===== src/rtl/nor_gate_array_filt_pkg.sv =====
// Shared constants for the NOR/OR gate array with per-channel glitch filtering.
package nor_gate_array_pkg;

  localparam int   DEF_CHANNELS = 4;
  localparam int   DEF_FILT_W   = 4;

  localparam logic MODE_NOR = 1'b0;
  localparam logic MODE_OR  = 1'b1;

endpackage


===== src/rtl/nor_gate_array_filt_chan_filter.sv =====
// One channel: input synchronisers, NOR/OR gate, mismatch counter filter,
// registered output and sticky change flag.
module nor_chan_filter
  import nor_gate_array_pkg::*;
#(
  parameter int FILT_W = DEF_FILT_W
) (
  input  logic              clk,
  input  logic              rst_n,
  input  logic              a,
  input  logic              b,
  input  logic              mode,
  input  logic [FILT_W-1:0] filt_len,
  input  logic              chg_ack,
  output logic              out,
  output logic              chg_flag,
  output logic              chg_flag_nxt
);

  logic              a_m_q, a_m_d, s_a_q, s_a_d;
  logic              b_m_q, b_m_d, s_b_q, s_b_d;
  logic [FILT_W-1:0] cnt_q, cnt_d;
  logic              out_q, out_d;
  logic              chg_flag_q, chg_flag_d;
  logic              raw;
  logic              toggle;

  always_comb begin
    a_m_d  = a;
    s_a_d  = a_m_q;
    b_m_d  = b;
    s_b_d  = b_m_q;
    raw    = (mode == MODE_OR) ? (s_a_q | s_b_q) : ~(s_a_q | s_b_q);
    cnt_d  = cnt_q;
    out_d  = out_q;
    toggle = 1'b0;

    // cnt is bounded by filt_len, so it can never wrap.
    if (raw == out_q) begin
      cnt_d = '0;
    end else if (cnt_q < filt_len) begin
      cnt_d = cnt_q + FILT_W'(1);
    end else begin
      out_d  = raw;
      cnt_d  = '0;
      toggle = 1'b1;
    end

    // A toggle on the ack edge wins over the clear.
    chg_flag_d = toggle | (chg_flag_q & ~chg_ack);
  end

  always_ff @(posedge clk or negedge rst_n) begin
    if (!rst_n) begin
      a_m_q      <= 1'b0;
      s_a_q      <= 1'b0;
      b_m_q      <= 1'b0;
      s_b_q      <= 1'b0;
      cnt_q      <= '0;
      out_q      <= 1'b1;
      chg_flag_q <= 1'b0;
    end else begin
      a_m_q      <= a_m_d;
      s_a_q      <= s_a_d;
      b_m_q      <= b_m_d;
      s_b_q      <= s_b_d;
      cnt_q      <= cnt_d;
      out_q      <= out_d;
      chg_flag_q <= chg_flag_d;
    end
  end

  assign out          = out_q;
  assign chg_flag     = chg_flag_q;
  assign chg_flag_nxt = chg_flag_d;

endmodule


===== src/rtl/nor_gate_array_filt.sv =====
// Array of independently filtered NOR/OR gates with a combined change interrupt.
module nor_gate_array_filt
  import nor_gate_array_pkg::*;
#(
  parameter int CHANNELS = DEF_CHANNELS,
  parameter int FILT_W   = DEF_FILT_W
) (
  input  logic                clk,
  input  logic                rst_n,
  input  logic [CHANNELS-1:0] a,
  input  logic [CHANNELS-1:0] b,
  input  logic                mode,
  input  logic [FILT_W-1:0]   filt_len,
  input  logic [CHANNELS-1:0] chg_ack,
  output logic [CHANNELS-1:0] out,
  output logic [CHANNELS-1:0] chg_flag,
  output logic                irq
);

  logic [CHANNELS-1:0] chg_flag_nxt;
  logic                irq_q, irq_d;

  for (genvar i = 0; i < CHANNELS; i++) begin : g_chan
    nor_chan_filter #(
      .FILT_W(FILT_W)
    ) u_chan (
      .clk          (clk),
      .rst_n        (rst_n),
      .a            (a[i]),
      .b            (b[i]),
      .mode         (mode),
      .filt_len     (filt_len),
      .chg_ack      (chg_ack[i]),
      .out          (out[i]),
      .chg_flag     (chg_flag[i]),
      .chg_flag_nxt (chg_flag_nxt[i])
    );
  end

  // Built from next-state flags so irq moves on the same edge as chg_flag.
  always_comb irq_d = |chg_flag_nxt;

  always_ff @(posedge clk or negedge rst_n) begin
    if (!rst_n) irq_q <= 1'b0;
    else        irq_q <= irq_d;
  end

  assign irq = irq_q;

endmodule


===== config.mk =====
export PLATFORM = sky130hd
export DESIGN_NAME = nor_gate_array_filt
export DESIGN_NICKNAME = d
export VERILOG_FILES = /design/src/rtl/nor_gate_array_filt_pkg.sv /design/src/rtl/nor_gate_array_filt_chan_filter.sv /design/src/rtl/nor_gate_array_filt.sv
export SDC_FILE = /design/constraint.sdc
export NUM_CORES = 1
export LEC_CHECK = 0
export ABC_CLOCK_PERIOD_IN_PS = 2300
export BUFFER_PORTS_ARGS = -buffer_cell sky130_fd_sc_hd__buf_2
export CAP_MARGIN = 20
export CELL_PAD_IN_SITES_DETAIL_PLACEMENT = 1
export CELL_PAD_IN_SITES_GLOBAL_PLACEMENT = 2
export CORE_UTILIZATION = 38
export DETAILED_ROUTE_END_ITERATION = 8
export PLACE_DENSITY_LB_ADDON = 0.1
export SKIP_CTS_REPAIR_TIMING = 1
export SLEW_MARGIN = 20
export SYNTH_ARGS = -nofsm -noshare
export SYNTH_HDL_FRONTEND = slang
export SYNTH_SLANG_ARGS = --single-unit

===== constraint.sdc =====
create_clock -name clk -period 2.3 [get_ports clk]
set_input_delay 0.46 -clock clk [delete_from_list [all_inputs] [get_ports clk]]
set_output_delay 0.46 -clock clk [all_outputs]
set_load 0.05 [all_outputs]

==> results by group <==
Outcome
  • Outcome: complete, no violations

Routing
  • Avg WL per Cell: 13.69 µm
  • Final WL: 3409 µm
  • First-pass DRT Iterations: 3
  • 1st-iter DRT viols: 34
  • Routed Antenna Nets: 0
  • DR DRC count: 0
  • Vias: 1,163
  • Avg Vias per Cell: 4.671

Final layout
  • Synthesis-to-layout area growth: 14.94%
  • Filler cell count: 520
  • Antenna Cells: 0
  • Reg area: 0.001031 mm²
  • Layout cells sized above 1: 0.2637
  • Final nets: 216
  • Fin area: 0.002205 mm²
  • Finished Layout Cells: 249
  • Area used by multi-input combinational logic: 780.7 µm²

Clocking
  • Clk_lat worst skew: 290 ps
  • CTS Root Cell: clkbuf_8
  • CTS buffer count: 5
  • Clk slew on worst S/H paths: 80 ps
  • CTS Buffer Depth: 2
  • Sink Count: 41
  • CTS tree: done
  • Number of H-tree levels: 2

Floorplan
  • Die height: 73.05 µm
  • Core box area: 0.004786 mm²
  • # IOs: 28
  • # rows: 25
  • Initial Utilization: 0.4008
  • Die width: 73.05 µm
  • Die ar.: 0.005336 mm²

Timing
  • Setup TNS: 0 ps
  • Max Freq: 520.9 MHz
  • Final Hold Fails: 0
  • Setup WS post-layout: 380.1 ps
  • Crit share post-route: 0.8347
  • Slew HR: 0.4085
  • Tmin final: 1920 ps
  • Final setup fails: 0
  • Worst clock skew: 7.972 ps
  • Slew Viols, Final: 0
  • Worst-Margin Slew: 887.3 ps
  • RSZ-0062 raised after global routing: no

Critical path
  • Critical path startpoint category: register
  • Crit path max-delay family: simple AND/OR/NAND/NOR gates
  • CP max stage cell: or4_1
  • CP Max Fanout: 4
  • Critical setup path kind: reg2reg
  • Buf/Inv on CP: 0
  • CP required: 2470 ps
  • CP Capture Type: register
  • CP Data Arrival Time: 2090 ps
  • Crit-path cells: ha_1 -> a2111oi_4 -> o32ai_1 -> or4_1
  • CP peak stage delay: 540 ps

Power
  • PwrDens: 1114 mW/mm²
  • Worst vdd ir: 0.5431 mV
  • Static Leak: 0.001071 µW

Run
  • Number of max-cap violations: 0

Placed design
  • DPL Wire Length: 2666 µm
  • Post-Place Cell Area: 0.002117 mm²
  • Port Buffers: 27
  • Routability cong.: 0.7059
  • Placed cells: 241
  • Pre-CTS setup slack: 116.0 ps

Yosys
  • Synthesized area per cell: 12.79 µm²
  • Post-synth net total: 185
  • Mapped Cells: 150
  • FF+latch count, synth: 41
  • Sequential share of the synthesized area: 0.5375
  • Synthesis Warnings: 0
  • Netlist Area Pre-Place: 0.001918 mm²
  • Yosys cell types: 20

GRT
  • Gr ovfl total: 0
  • GRT Overall Usage: 0.1564
  • Largest net degree at the start of global routing: 42
  • Vias in the first global route: 1,335
  • Initial antenna violation count: 0
  • First-pass GRT wire length: 6120 µm

Min path
  • Hold WC Path Type: in2reg
## final timing paths
kind | end | startpoint | cells after the start | slack (ps)
setup reg to reg | irq | g_chan[2].u_chan.cnt_q[1] | 4 | 380
hold reg to reg | g_chan[2].u_chan.s_a_q | g_chan[2].u_chan.a_m_q | 0 | 350
hold / removal | g_chan[0].u_chan.a_m_q | a[0] | 1 | 270
min in group asynchronous | g_chan[0].u_chan.cnt_q[1] | rst_n | 1 | 290
setup / recovery | irq | g_chan[2].u_chan.cnt_q[1] | 4 | 380
max in group asynchronous | g_chan[1].u_chan.s_a_q | rst_n | 1 | 1460
## cell usage in the layout, fill, tap and decap left out, types with 2 or more instances in the layout
cell	instances
a2111oi_4	3
buf_2	27
buf_4	6
clkbuf_8	5
clkinvlp_4	2
dfrtp_1	37
dfstp_2	4
ha_1	16
inv_1	11
nand2b_1	4
nand3_1	4
nor2_1	24
o21a_1	4
o21ai_0	4
o21bai_1	4
o31ai_1	4
o32ai_1	4
xnor2_1	8
xnor3_1	4
xor2_1	4
## cells in the mapped netlist
cell type	n	area, µm²
a2111oi_4	3	82.58
o31ai_1	4	30.03
o21bai_1	4	30.03
nand3_1	4	20.02
dfstp_2	4	105.1
xor2_1	4	35.03
dfrtp_1	37	925.9
buf_4	8	60.06
inv_1	11	41.29
o21a_1	4	30.03
o21ai_0	4	20.02
nor2_1	24	90.09
nand2b_1	4	25.02
or4_1	1	7.510
a2111oi_2	1	15.01
xnor2_1	8	70.07
o32ai_1	4	35.03
ha_1	16	200.2
buf_2	1	5.000
xnor3_1	4	90.09
## cell type report
type,count,share of cell area
inverters,11,0.01873
clock inverters,2,0.006810
repair buffers,33,0.08173
flip-flops and latches,41,0.4677
well taps,67,0.03803
clock buffers,6,0.03292
multi-input cells,89,0.3541
## logic make-up after synthesis
logic type | count (synthesis) | synth area share
and+or+nand+nor | 33 | 0.07437
AOI/OAI and AO/OA | 24 | 0.1265
adders and majority gates | 16 | 0.1044
xor gates and xnor gates | 16 | 0.1018
buffers and inverters | 20 | 0.05545
DFF | 41 | 0.5375
## flip-flops by register name, indices dropped and copies added, names as in the netlist
signal                  cells
g_chan.u_chan.cnt_q        16
g_chan.u_chan.a_m_q         4
g_chan.u_chan.b_m_q         4
g_chan.u_chan.chg_flag      4
g_chan.u_chan.out           4
g_chan.u_chan.s_a_q         4
g_chan.u_chan.s_b_q         4
irq                         1
## per-stage QoR
stage / total power (µW) / hold slack [ps] / util
floorplan: 1805 / 164.4 / -
global placement: 1968 / 334.6 / 0.4424
detailed placement: 2019 / 337.9 / 0.4424
CTS: 2492 / 260.0 / 0.4607
global route: 2635 / 244.9 / 0.4607
finish: 2455 / 268.8 / 0.4607
## per-layer routing
layer	vias up	GRT usage	wire length, µm
li1	563	-	-
met1	571	0.2016	1592
met2	25	0.2469	1645
met3	4	0.04834	138
met4	0	0.05882	33
met5	-	0	0
## report_power, final
| group | internal (µW) | switching [µW] |
|---|---|---|
| combinational | 414 | 574 |
| sequential | 891 | 115 |
| clock | 214 | 247 |
(Power assumes the default switching activity.)
